==> src/rtl/snn_pkg.sv <==
// Shared types and default constants for the SNN step scheduler slice.
package snn_pkg;

  typedef enum logic [1:0] {
    IDLE,
    CAPTURE,
    SWEEP,
    COMMIT
  } state_t;

  localparam logic [23:0] DEF_PERIOD = 24'd10_000;
  localparam int unsigned ADDR_W     = 4;
  localparam int unsigned DATA_W     = 8;

endpackage

==> src/rtl/snn_step_scheduler_if.sv <==
// Config-write, shared-memory and neuron-update handshake bundle.
// The master modport is the scheduler side; the slave modport is the datapath/SPI side.
interface snn_step_scheduler_if #(
  parameter int unsigned N_NEURONS = 3,
  parameter int unsigned N_INPUTS  = 3,
  parameter int unsigned ADDR_W    = snn_pkg::ADDR_W,
  parameter int unsigned DATA_W    = snn_pkg::DATA_W
);
  import snn_pkg::*;

  localparam int unsigned IDX_W = (N_NEURONS > 1) ? $clog2(N_NEURONS) : 1;

  logic              cfg_req;
  logic [ADDR_W-1:0] cfg_addr;
  logic [DATA_W-1:0] cfg_wdata;
  logic              cfg_gnt;

  logic              mem_we;
  logic [ADDR_W-1:0] mem_addr;
  logic [DATA_W-1:0] mem_wdata;

  logic                upd_valid;
  logic [IDX_W-1:0]    upd_idx;
  logic [N_INPUTS-1:0] upd_spikes;
  logic                upd_ready;
  logic                upd_fire;

  modport master (
    input  cfg_req, cfg_addr, cfg_wdata, upd_ready, upd_fire,
    output cfg_gnt, mem_we, mem_addr, mem_wdata, upd_valid, upd_idx, upd_spikes
  );

  modport slave (
    output cfg_req, cfg_addr, cfg_wdata, upd_ready, upd_fire,
    input  cfg_gnt, mem_we, mem_addr, mem_wdata, upd_valid, upd_idx, upd_spikes
  );

endinterface

==> src/rtl/snn_step_timer.sv <==
// Programmable timestep counter: emits a one-cycle tick every eff_period enabled cycles.
module snn_step_timer #(
  parameter int unsigned         PERIOD_W   = 24,
  parameter logic [PERIOD_W-1:0] DEF_PERIOD = snn_pkg::DEF_PERIOD
) (
  input  logic                clk,
  input  logic                rst_n,
  input  logic                ena,
  input  logic [PERIOD_W-1:0] period,
  output logic                tick
);
  import snn_pkg::*;

  logic [PERIOD_W-1:0] cnt_q;
  logic [PERIOD_W-1:0] eff_period;

  // Period 0 selects the default; >= compare lets a shrinking period take effect at once.
  always_comb begin
    eff_period = (period == '0) ? DEF_PERIOD : period;
    tick       = ena && (cnt_q >= (eff_period - PERIOD_W'(1)));
  end

  // Counter advances only while enabled and restarts on each tick.
  always_ff @(posedge clk or negedge rst_n) begin
    if (!rst_n) begin
      cnt_q <= '0;
    end else if (ena) begin
      cnt_q <= tick ? '0 : cnt_q + PERIOD_W'(1);
    end
  end

endmodule

==> src/rtl/snn_step_scheduler.sv <==
// Timestep controller: accumulates input spikes, sweeps the shared neuron-update
// datapath once per step, commits the fired pattern, and grants config writes between sweeps.
module snn_step_scheduler #(
  parameter int unsigned         N_NEURONS  = 3,
  parameter int unsigned         N_INPUTS   = 3,
  parameter int unsigned         PERIOD_W   = 24,
  parameter logic [PERIOD_W-1:0] DEF_PERIOD = snn_pkg::DEF_PERIOD,
  parameter int unsigned         ADDR_W     = snn_pkg::ADDR_W,
  parameter int unsigned         DATA_W     = snn_pkg::DATA_W
) (
  input  logic                 clk,
  input  logic                 rst_n,
  input  logic                 ena,
  input  logic [PERIOD_W-1:0]  period,
  input  logic [N_INPUTS-1:0]  spikes_in,
  snn_step_scheduler_if.master bus,
  output logic [N_NEURONS-1:0] spikes_out,
  output logic                 step_tick,
  output logic [7:0]           step_cnt,
  output logic                 busy,
  output logic                 overrun
);
  import snn_pkg::*;

  localparam int unsigned      IDX_W    = (N_NEURONS > 1) ? $clog2(N_NEURONS) : 1;
  localparam logic [IDX_W-1:0] LAST_IDX = IDX_W'(N_NEURONS - 1);

  state_t               state_q, state_d;
  logic [N_INPUTS-1:0]  sync1_q, sync2_q, acc_q, upd_spikes_q;
  logic [IDX_W-1:0]     idx_q;
  logic [N_NEURONS-1:0] next_out_q;
  logic                 tick, tick_pend_q, leave_idle, cfg_gnt_w;
  logic [ADDR_W-1:0]    mem_addr_w;
  logic [DATA_W-1:0]    mem_wdata_w;

  snn_step_timer #(
    .PERIOD_W  (PERIOD_W),
    .DEF_PERIOD(DEF_PERIOD)
  ) u_timer (
    .clk   (clk),
    .rst_n (rst_n),
    .ena   (ena),
    .period(period),
    .tick  (tick)
  );

  // State register.
  always_ff @(posedge clk or negedge rst_n) begin
    if (!rst_n) state_q <= IDLE;
    else        state_q <= state_d;
  end

  // Next-state and handshake outputs; config is granted only in an IDLE cycle with no pending tick.
  always_comb begin
    state_d     = state_q;
    leave_idle  = 1'b0;
    cfg_gnt_w   = 1'b0;
    step_tick   = 1'b0;
    mem_addr_w  = '0;
    mem_wdata_w = '0;
    unique case (state_q)
      IDLE: begin
        if (tick_pend_q) begin
          state_d    = CAPTURE;
          leave_idle = 1'b1;
        end else begin
          cfg_gnt_w = bus.cfg_req;
        end
      end
      CAPTURE: state_d = SWEEP;
      SWEEP:   if (bus.upd_ready && idx_q == LAST_IDX) state_d = COMMIT;
      COMMIT: begin
        step_tick = 1'b1;
        state_d   = IDLE;
      end
      default: state_d = IDLE;
    endcase
    if (cfg_gnt_w) begin
      mem_addr_w  = bus.cfg_addr;
      mem_wdata_w = bus.cfg_wdata;
    end
  end

  assign bus.cfg_gnt    = cfg_gnt_w;
  assign bus.mem_we     = cfg_gnt_w;
  assign bus.mem_addr   = mem_addr_w;
  assign bus.mem_wdata  = mem_wdata_w;
  assign bus.upd_valid  = (state_q == SWEEP);
  assign bus.upd_idx    = (state_q == SWEEP) ? idx_q : '0;
  assign bus.upd_spikes = upd_spikes_q;
  assign busy           = (state_q != IDLE);

  // Input sync, spike accumulation, tick bookkeeping and per-step sweep/commit registers.
  // A tick coinciding with the IDLE exit re-arms tick_pend instead of counting as lost.
  always_ff @(posedge clk or negedge rst_n) begin
    if (!rst_n) begin
      sync1_q      <= '0;
      sync2_q      <= '0;
      acc_q        <= '0;
      upd_spikes_q <= '0;
      tick_pend_q  <= 1'b0;
      overrun      <= 1'b0;
      idx_q        <= '0;
      next_out_q   <= '0;
      spikes_out   <= '0;
      step_cnt     <= '0;
    end else begin
      sync1_q     <= spikes_in;
      sync2_q     <= sync1_q;
      tick_pend_q <= (tick_pend_q && !leave_idle) || tick;
      if (tick && tick_pend_q && !leave_idle) overrun <= 1'b1;

      if (state_q == CAPTURE) begin
        upd_spikes_q <= acc_q | sync2_q;
        acc_q        <= '0;
        next_out_q   <= '0;
        idx_q        <= '0;
      end else begin
        acc_q <= acc_q | sync2_q;
      end

      if (state_q == SWEEP && bus.upd_ready) begin
        next_out_q[idx_q] <= bus.upd_fire;
        if (idx_q != LAST_IDX) idx_q <= idx_q + IDX_W'(1);
      end

      if (state_q == COMMIT) begin
        spikes_out <= next_out_q;
        step_cnt   <= step_cnt + 8'd1;
      end
    end
  end

endmodule

==> src/flat_wrapper.sv <==
// flat-port wrapper written by rule: the top's interface ports become plain ports
module snn_step_scheduler_flat import snn_pkg::*;
#(
  parameter int unsigned         N_NEURONS  = 3,
  parameter int unsigned         N_INPUTS   = 3,
  parameter int unsigned         PERIOD_W   = 24,
  parameter logic [PERIOD_W-1:0] DEF_PERIOD = snn_pkg::DEF_PERIOD,
  parameter int unsigned         ADDR_W     = snn_pkg::ADDR_W,
  parameter int unsigned         DATA_W     = snn_pkg::DATA_W
)
  (clk, rst_n, ena, period, spikes_in, spikes_out, step_tick, step_cnt, busy, overrun, bus_cfg_req, bus_cfg_addr, bus_cfg_wdata, bus_upd_ready, bus_upd_fire, bus_cfg_gnt, bus_mem_we, bus_mem_addr, bus_mem_wdata, bus_upd_valid, bus_upd_idx, bus_upd_spikes);
  snn_step_scheduler_if #(.N_NEURONS(N_NEURONS), .N_INPUTS(N_INPUTS), .ADDR_W(ADDR_W), .DATA_W(DATA_W)) bus_i ();
  input  logic clk;
  input  logic rst_n;
  input  logic ena;
  input  logic [PERIOD_W-1:0] period;
  input  logic [N_INPUTS-1:0] spikes_in;
  output logic [N_NEURONS-1:0] spikes_out;
  output logic step_tick;
  output logic [7:0] step_cnt;
  output logic busy;
  output logic overrun;
  input wire logic [$bits(bus_i.cfg_req)-1:0] bus_cfg_req;
  input wire logic [$bits(bus_i.cfg_addr)-1:0] bus_cfg_addr;
  input wire logic [$bits(bus_i.cfg_wdata)-1:0] bus_cfg_wdata;
  input wire logic [$bits(bus_i.upd_ready)-1:0] bus_upd_ready;
  input wire logic [$bits(bus_i.upd_fire)-1:0] bus_upd_fire;
  output wire logic [$bits(bus_i.cfg_gnt)-1:0] bus_cfg_gnt;
  output wire logic [$bits(bus_i.mem_we)-1:0] bus_mem_we;
  output wire logic [$bits(bus_i.mem_addr)-1:0] bus_mem_addr;
  output wire logic [$bits(bus_i.mem_wdata)-1:0] bus_mem_wdata;
  output wire logic [$bits(bus_i.upd_valid)-1:0] bus_upd_valid;
  output wire logic [$bits(bus_i.upd_idx)-1:0] bus_upd_idx;
  output wire logic [$bits(bus_i.upd_spikes)-1:0] bus_upd_spikes;
  assign bus_i.cfg_req = bus_cfg_req;
  assign bus_i.cfg_addr = bus_cfg_addr;
  assign bus_i.cfg_wdata = bus_cfg_wdata;
  assign bus_i.upd_ready = bus_upd_ready;
  assign bus_i.upd_fire = bus_upd_fire;
  assign bus_cfg_gnt = bus_i.cfg_gnt;
  assign bus_mem_we = bus_i.mem_we;
  assign bus_mem_addr = bus_i.mem_addr;
  assign bus_mem_wdata = bus_i.mem_wdata;
  assign bus_upd_valid = bus_i.upd_valid;
  assign bus_upd_idx = bus_i.upd_idx;
  assign bus_upd_spikes = bus_i.upd_spikes;
  snn_step_scheduler #(.N_NEURONS(N_NEURONS), .N_INPUTS(N_INPUTS), .PERIOD_W(PERIOD_W), .DEF_PERIOD(DEF_PERIOD), .ADDR_W(ADDR_W), .DATA_W(DATA_W)) u_core (.clk(clk), .rst_n(rst_n), .ena(ena), .period(period), .spikes_in(spikes_in), .bus(bus_i), .spikes_out(spikes_out), .step_tick(step_tick), .step_cnt(step_cnt), .busy(busy), .overrun(overrun));
endmodule
==> config.mk <==
export PLATFORM = sky130hd
export DESIGN_NAME = snn_step_scheduler_flat
export DESIGN_NICKNAME = d
export VERILOG_FILES = /design/src/rtl/snn_pkg.sv /design/src/rtl/snn_step_scheduler_if.sv /design/src/rtl/snn_step_timer.sv /design/src/rtl/snn_step_scheduler.sv /design/src/flat_wrapper.sv
export SDC_FILE = /design/constraint.sdc
export NUM_CORES = 1
export LEC_CHECK = 0
export ABC_AREA = 1
export ABC_CLOCK_PERIOD_IN_PS = 5100
export CORE_AREA = 2 2 106 108
export CTS_CLUSTER_DIAMETER = 150
export CTS_CLUSTER_SIZE = 16
export DETAILED_ROUTE_END_ITERATION = 16
export DIE_AREA = 0 0 108 110
export GPL_TIMING_DRIVEN = 0
export SLEW_MARGIN = 20
export SYNTH_ARGS = -nofsm -noshare
export SYNTH_HDL_FRONTEND = slang
export SYNTH_SLANG_ARGS = --single-unit
==> constraint.sdc <==
create_clock -name clk -period 5.1 [get_ports clk]
set_clock_uncertainty 0.15 [all_clocks]
set_input_delay 1.02 -clock clk [delete_from_list [all_inputs] [get_ports clk]]
set_output_delay 1.02 -clock clk [all_outputs]
set_load 0.02 [all_outputs]
[Word-level counts from Yosys, hierarchy flattened]
Index checks and enable logic that the tools add are counted.
Widths: inputs -> output; s select.
Storage, ports and cells
  output and inout port bits: 34
  register bits: 56
  word-level logic and storage cells: 62
Cells by class
  multiplexer cells: 22
  reduce and logical (&&, ||, !) cells: 13
  eq/ne operators: 7
  magnitude comparators: 3
  bitwise gates (word level): 1
  $add $sub $neg: 4
Operators by type and width (count)
  $mux 24: 2
  $add 24x1->24 const B: 1
  $ge 24x24->1: 1
  $logic_not 24->1: 1
  $sub 24x1->24 const B: 1
  $mux 2: 6
  $mux 3: 3
  $add 8x1->8 const B: 1
  $mux 8: 1
  $pmux 2 s4: 1
  $logic_and 1x1->1: 7
  $eq 2x2->1 const B: 3
  $mux 1: 6
  $mux 4: 1
  $ne 2x1->1 const B: 2
  $bwmux 3: 1
  $lt 2x3->1 const B: 1
  $or 3x3->3: 1
  $add 2x1->2 const B: 1
  $demux 1 s2: 1
  $eq 2x1->1 const B: 1
  $ge 2x1->1 const B: 1
  $logic_not 2->1: 1
  $ne 2x2->1 const B: 1
  4 further kinds: 4

[Depth between registers and ports, before layout]
Gate-level depths: netlist of the first run.
  depth after elaboration: 7
  mapped depth: 22
  gate-level depth less buffers: 22

[Cells and area by module]
Synthesis of the first run repeated with hierarchy kept, for this count alone.
Unflattened totals
  cell total of the unflattened synthesis: 530
  area total of the unflattened synthesis: 4076.4 um^2
Modules (own cells, without submodules)
  snn_step_timer: area each 2588.7 um^2, cells each 370, sequential area each 600.6 um^2, times used 1
  snn_step_scheduler: area each 1487.7 um^2, cells each 160, sequential area each 800.8 um^2, times used 1

[Worst setup path before layout of the first run]
OpenSTA, ideal clock, no wires.
  path kind: input to register
  start: in period[0]
  end: reg u_core.u_timer.cnt_q[10]
  slack: 1701 ps
  data arrival time: 3115 ps
  cell stages on the path: 17
  required time: 4816 ps
  path buffers: 1
  cell sequence: inv_1 ha_1 nand2_1 inv_1 nand4_4 nor2_4 nand3_1 nand2_1 nand2_1 ha_1 nand2_1 nor3_1 and3_1 nand2_1 nand2_1 buf_2 a21oi_1
On the way
  longest elaborated chain between the ends: 6
RTL lines
  from (decl): line flat_wrapper.sv:16  | input logic [PERIOD_W-1:0] period;
  $logic_not 24->1: line snn_step_timer.sv:19  | eff_period = (period == '0) ? DEF_PERIOD : period;
  $mux 24 *: line snn_step_timer.sv:19
  $sub 24x1->24 *: line snn_step_timer.sv:20  | tick = ena && (cnt_q >= (eff_period - PERIOD_W'(1)));
  $ge 24x24->1 *: line snn_step_timer.sv:20
  $logic_and 1x1->1 *: line snn_step_timer.sv:20
  $mux 24 *: line snn_step_timer.sv:28  | cnt_q <= tick ? '0 : cnt_q + PERIOD_W'(1);
  to (signal assigned): line snn_step_timer.sv:28
  to (decl): line snn_step_timer.sv:14  | logic [PERIOD_W-1:0] cnt_q;
Mark *: on every way between the ends. The rest lies on a longest branch, timed or not.
A chain may end at the register's enable or synchronous reset.

[Worst setup path after layout of the first run]
  start: in period[14]
  end: reg u_core.u_timer.cnt_q[13]
The elaborated chain is that of the path after synthesis.

==> impl_metrics.toml, run 1 <==
[outcome]
status = "complete, no violations"

[synth]
synth_edf_count = 0
syn_nets = 640
ys_types = 39
postSynthAreaPerCell_um2 = 7.47
synth_cells = 563
async_reset_ff_share_pct = 100
yosys_warnings = 0
ys.flop_type = "dfrtp_1"
synth_seq_area_share_pct = 33.3
ys_seq_elements = 56
syn_area_um2 = 4210

[clock_network]
cts_tree = "done"
post-cts-setup-buffer-count = 0
ctsHoldBuffers = 0
ctsResizeCount = 0
clkLatencyLatePin_ps = 310
cts_made_buffers = 5
cts_buffer_depth = 2
clock-root-buffer = "clkbuf_8"
htreeDepth = 2
clk_pin_slew_ps = 110
cts_sinks = 56

[timing]
drv_slew = 0
fin_crit_sh_pct = 81.3
finalHoldViolCount = 0
finalSetupViolCount = 0
timing.fmax_mhz = 241
finalCriticalPeriod_ps = 4150
rsz0062_at_grt = "no"
whs_ps = 214
layout_setup_ws_ps = 953
tightestPinTransition_ps = 705
tns_ps = 0
relSlewSlack_pct = 53.0

[worst_setup_path]
critPathKind = "input pin to flip-flop"
required_ps = 5170
end_kind = "flip-flop"
cp_max_fo = 10
cp-start-kind = "input pin"
arrival_ps = 4220

[place]
dp_hpwl_mm = 7.65
portBuffers = 77
dp_slack_ps = 606
gp_congestion = 0.852

[power]
p_leak_nw = 2.56
ir_drop_mv = 0.263
p_per_area_nw_per_um2 = 316
power_mw = 1.66

[run]
max_cap_viol_count = 0

[floorplanning]
coreArea_um2 = 10700
rows = 38
die_y_um = 110
die_w_um = 108
initial_core_util_pct = 39.3
die-area_um2 = 11900
ios = 79

[global_routing]
grt_pass1_wl_mm = 16.4
first_global_vias = 3765
grt_max_degree = 57
overflow = 0
track_usage_pct = 17.1
antenna_found_initial = 0

[routing]
drt_pass1_iterations = 7
drc = 0
vias = 3768
drt_iter0_drc = 191
viasPerCell = 4.78
routed_wl_mm = 9.61
route.detailed.wl_per_inst_um = 12.2
postRouteAntennaNets = 0

[final_layout]
final_cell_mix = "nand2_1 (133), inv_1 (89), clkdlybuf4s50_1 (76)"
antenna_cells = 0
nets = 724
drive_gt1_share_pct = 8.95
layout_commonest_cell = "nand2_1"
syn2layout_area_growth_pct = 24.6

[min_path]
worstHoldPathType = "flip-flop to flip-flop"
## cells by family (layout without fill, tap and decap cells)
kind of cell,count (synthesis),after routing,share of synthesized area [%]
fa+ha+maj,32,32,9.52
xor+xnor,27,27,5.62
flops,56,56,33.3
simple gates,290,290,34.6
buf+inv,101,186,9.60
compound gates,57,57,7.34
## stage by stage
| step | std cells | util [%] | cell area, um^2 |
|---|---|---|---|
| after floorplan | 563 | - | 4210 |
| after global placement | 780 | 48.2 | 5150 |
| after detailed placement | 780 | 48.2 | 5150 |
| after CTS | 788 | 49.0 | 5240 |
| after global routing | 788 | 49.0 | 5240 |
| final | 788 | 49.0 | 5240 |
## final timing paths
kind | start | end | slack [ps] | depth (start not counted)
max | period[14] | u_core.u_timer.cnt_q[13] | 950 | 21
min | u_core.sync1_q[0] | u_core.sync2_q[0] | 210 | 0
max reg2reg | u_core.u_timer.cnt_q[16] | u_core.u_timer.cnt_q[13] | 2770 | 8
min reg2reg | u_core.sync1_q[0] | u_core.sync2_q[0] | 210 | 0
max in group asynchronous | rst_n | u_core.u_timer.cnt_q[13] | 3720 | 1
min in group asynchronous | rst_n | u_core.spikes_out[1] | 600 | 1
## synth_stat cells, types with 2 or more instances
| master | count | area, um^2 |
|---|---|---|
| nand2_2 | 4 | 25.0 |
| ha_1 | 32 | 400 |
| nor3_1 | 10 | 50.1 |
| o21bai_1 | 2 | 15.0 |
| dfrtp_1 | 56 | 1400 |
| a21oi_2 | 2 | 17.5 |
| xor2_1 | 20 | 175 |
| nor2_1 | 53 | 199 |
| o21ai_0 | 18 | 90.1 |
| nor2_2 | 11 | 68.8 |
| nor3b_2 | 2 | 25.0 |
| nand4_1 | 19 | 119 |
| o22ai_1 | 2 | 12.5 |
| a21oi_1 | 30 | 150 |
| inv_1 | 89 | 334 |
| nand3_2 | 5 | 50.1 |
| nand4_4 | 3 | 63.8 |
| nand2_1 | 133 | 499 |
| buf_2 | 4 | 20.0 |
| nor4_1 | 2 | 12.5 |
| clkbuf_1 | 3 | 11.3 |
| xnor2_1 | 7 | 61.3 |
| nor2_4 | 8 | 90.1 |
| nand2_4 | 2 | 22.5 |
| nand3_1 | 32 | 160 |
## worst max-delay path, cell delays in order
cell and delay (ps):
clkdlybuf4s50_1 650, nor2_4 70, nand2_2 70, nor2_2 50, nand3_4 110, nand2_1 60, inv_1 100, nand2_1 110
nor2_4 140, nand3_1 80, nand2_1 60, nand2_1 60, ha_1 310, a21oi_1 140, o21ai_0 100, nand2_1 70
nand3_1 100, a21oi_1 300, nand2_1 200, buf_2 250, a21oi_1 140
## routing by layer
metal / track usage (%) / vias to the layer above / wire (um)
met3: 2.53 / 5 / 476
met5: 0 / - / 0
met2: 29.8 / 91 / 4520
li1: - / 1958 / -
met1: 22.2 / 1714 / 4530
met4: 4.76 / 0 / 79
## sequential cells by signal, summed over array words and instances, names as in the netlist
name / cells
u_core.sync1_q: 3
u_core.spikes_out: 3
u_core.u_timer.cnt_q: 24
u_core.acc_q: 3
u_core.tick_pend_q: 1
u_core.overrun: 1
u_core.sync2_q: 3
u_core.step_cnt: 8
u_core.next_out_q: 3
u_core.idx_q: 2
u_core.bus.upd_spikes: 3
u_core.state_q: 2
## where the power goes
part / leakage, nW / switching, mW / internal, mW
Clock: 0.0445 / 0.147 / 0.0979
Sequential: 0.721 / 0.106 / 0.560
Combinational: 1.79 / 0.425 / 0.324
## layout make-up
cell class | instances | area, um^2
Buffer | 10 | 62.6
Clock buffer | 5 | 68.8
Clock inverter | 3 | 21.3
Fill cell | 1062 | 5460
Inverter | 91 | 342
Multi-Input combinational cell | 406 | 2400
Sequential cell | 56 | 1400
Tap cell | 140 | 175
Timing Repair Buffer | 77 | 768
(Power assumes the default switching activity.)
==> inputs of run 2 (changes only) <==
--- a/config.mk
+++ b/config.mk
@@ -6,7 +6,7 @@
 export NUM_CORES = 1
 export LEC_CHECK = 0
 export ABC_AREA = 1
-export ABC_CLOCK_PERIOD_IN_PS = 5100
+export ABC_CLOCK_PERIOD_IN_PS = 4300
 export CORE_AREA = 2 2 106 108
 export CTS_CLUSTER_DIAMETER = 150
 export CTS_CLUSTER_SIZE = 16
==> constraint.sdc (replaced) <==
create_clock -name clk -period 4.3 [get_ports clk]
set_clock_uncertainty 0.15 [all_clocks]
set_input_delay 0.86 -clock clk [delete_from_list [all_inputs] [get_ports clk]]
set_output_delay 0.86 -clock clk [all_outputs]
set_load 0.02 [all_outputs]
==> results of run 2 <==
Same layout as run 1 (identical final DEF). Status: complete, no violations.
Among the figures that moved: setup slack after placement 606 ps -> -33.8 ps; setup slack after layout 953 ps -> 313 ps; register-to-register setup slack 2770 ps -> 1970 ps; total power 1.66 mW -> 1.97 mW; worst IR drop on VDD 0.263 mV -> 0.312 mV
==> inputs of run 3 (changes only) <==
--- a/config.mk
+++ b/config.mk
@@ -7,12 +7,13 @@
 export LEC_CHECK = 0
 export ABC_AREA = 1
 export ABC_CLOCK_PERIOD_IN_PS = 4300
-export CORE_AREA = 2 2 106 108
+export CORE_AREA = 2 2 93 95
 export CTS_CLUSTER_DIAMETER = 150
 export CTS_CLUSTER_SIZE = 16
 export DETAILED_ROUTE_END_ITERATION = 16
-export DIE_AREA = 0 0 108 110
+export DIE_AREA = 0 0 95 97
 export GPL_TIMING_DRIVEN = 0
+export PLACE_DENSITY = 0.79
 export SLEW_MARGIN = 20
 export SYNTH_ARGS = -nofsm -noshare
 export SYNTH_HDL_FRONTEND = slang
==> run 3 against run 2 <==
Power up 1.0%. Critical path type unchanged. Sequential power about the same. Count of clock-buffer cells in the layout unchanged. Non-clock buffer count unchanged. First-iteration DRC count up 14%.
==> impl_metrics.toml, run 3 (same netlist as run 1, synthesis figures left out) <==
[worst_setup_path]
cp.depth = 19
cp_num_buf_inv = 3
path_cells = "clkdlybuf4s50_1, nor2_4, nand2_2, nor2_2, nand3_4, buf_12, nand4_4, nor2_4, nand3_1, nand2_1, nand2_1, ha_1, nand4_1, nor3_1, and3_1, nand2_1, nand2_1, buf_2, a21oi_1"
cp-start-kind = "input pin"
slowest_delay_ps = 650
arrival_ps = 3980
cp_max_fo = 10
worstReg2RegStart = "u_core.u_timer.cnt_q[15]"
required_ps = 4330
cp_top_family = "simple AND/OR/NAND/NOR gates"
r2r-end = "u_core.u_timer.cnt_q[3]"
crit_top_cell = "nand2_1"
cpMaxStageDelayCell = "clkdlybuf4s50_1"
r2r_cells = 10
critPathKind = "input pin to flip-flop"
end_kind = "flip-flop"
rrSetupSlack_ps = 2010

[place]
place_area_um2 = 5110
dp_hpwl_mm = 7.80
dp_slack_ps = -0.120
portBuffers = 77
gp_congestion = 0.890

[final_layout]
nets = 724
largest_reg_flops = 24
top_regs = "u_core.u_timer.cnt_q (24), u_core.step_cnt (8)"
multiInputGateArea_um2 = 2400
ff_latch_area_um2 = 1400
final_area_um2 = 5200
drive_gt1_share_pct = 8.95
largest_register = "u_core.u_timer.cnt_q"
syn2layout_area_growth_pct = 23.6
antenna_cells = 0
final_cell_mix = "nand2_1 (133), inv_1 (89), clkdlybuf4s50_1 (76)"
n_fill_cell = 709
layout_commonest_cell = "nand2_1"

[timing]
rsz0062_at_grt = "no"
drv_slew = 0
relSlewSlack_pct = 54.0
finalCriticalPeriod_ps = 3950
tightestPinTransition_ps = 691
whs_ps = 209
finalSetupViolCount = 0
layout_setup_ws_ps = 348
fin_crit_sh_pct = 91.9
timing.fmax_mhz = 253
finalHoldViolCount = 0

[global_routing]
first_global_vias = 3904
overflow = 0
antenna_found_initial = 0
grt_max_degree = 57
track_usage_pct = 21.8
grt_pass1_wl_mm = 16.6

[clock_network]
clock-root-buffer = "clkbuf_8"
cts_sinks = 56
ctsResizeCount = 0
post-cts-setup-buffer-count = 0
clkLatencyLatePin_ps = 310
cts_tree = "done"
ctsHoldBuffers = 0
cts_made_buffers = 5
cts_buffer_depth = 2
clk_pin_slew_ps = 100
htreeDepth = 2

[floorplanning]
ios = 79
coreArea_um2 = 8130
rows = 33
initial_core_util_pct = 51.7
die_y_um = 97
die_w_um = 95
die-area_um2 = 9220

[power]
p_per_area_nw_per_um2 = 382
ir_drop_mv = 0.343
p_leak_nw = 2.56

[min_path]
min_to = "u_core.sync2_q[1]"
hold_path_startpoint = "u_core.sync1_q[1]"
worstHoldPathType = "flip-flop to flip-flop"
hold_depth = 0

[routing]
vias = 3900
viasPerCell = 5.18
routed_wl_mm = 9.80
postRouteAntennaNets = 0
drt_iter0_drc = 218
route.detailed.wl_per_inst_um = 13.0
drt_pass1_iterations = 4
drc = 0

[run]
max_cap_viol_count = 0

[outcome]
status = "complete, no violations"
==> run 3: metal layers <==
layer,GRT usage (%),part of all wire (%),up-vias
met2,37.8,50,121
met3,3.74,5.5,16
met5,0,0,-
met1,27.5,43,1795
li1,-,-,1968
met4,6.24,1.5,0
==> run 3: area by class of cell <==
type | count | area share [%]
repair buffers | 77 | 14.8
inverters | 91 | 6.57
flip-flops and latches | 56 | 27.0
multi-input cells | 406 | 46.2
plain buffers | 10 | 1.20
clock inverters | 3 | 0.433
clock buffers | 5 | 1.32
well taps | 105 | 2.53
==> run 3: power breakdown <==
| part | leakage [nW] | switching, mW | internal, mW |
|---|---|---|---|
| Clock | 0.0485 | 0.177 | 0.117 |
| Sequential | 0.721 | 0.124 | 0.664 |
| Combinational | 1.79 | 0.521 | 0.385 |
| Total | 2.56 | 0.821 | 1.17 |
==> run 3: how the worst max path moves through the flow <==
stage	from	endpoint	slack, ps
after global routing	period[16]	u_core.u_timer.cnt_q[8]	110
after floorplan	period[0]	u_core.u_timer.cnt_q[10]	1060
final	period[14]	u_core.u_timer.cnt_q[3]	350
after global placement	period[14]	u_core.u_timer.cnt_q[2]	80
after detailed placement	period[3]	u_core.u_timer.cnt_q[3]	-0.1
after CTS	period[3]	u_core.u_timer.cnt_q[3]	340
==> run 3: metrics by stage <==
| stage | setup TNS [ps] | util [%] | total power [mW] | cells |
|---|---|---|---|---|
| 2_1_floorplan | 0 | - | 1.32 | 563 |
| 3_3_place_gp | 0 | 62.8 | 1.65 | 745 |
| 3_5_place_dp | -0.120 | 62.8 | 1.71 | 745 |
| 4_1_cts | 0 | 63.9 | 2.00 | 753 |
| 5_1_grt | 0 | 63.9 | 2.14 | 753 |
| 6_report | 0 | 63.9 | 1.99 | 753 |
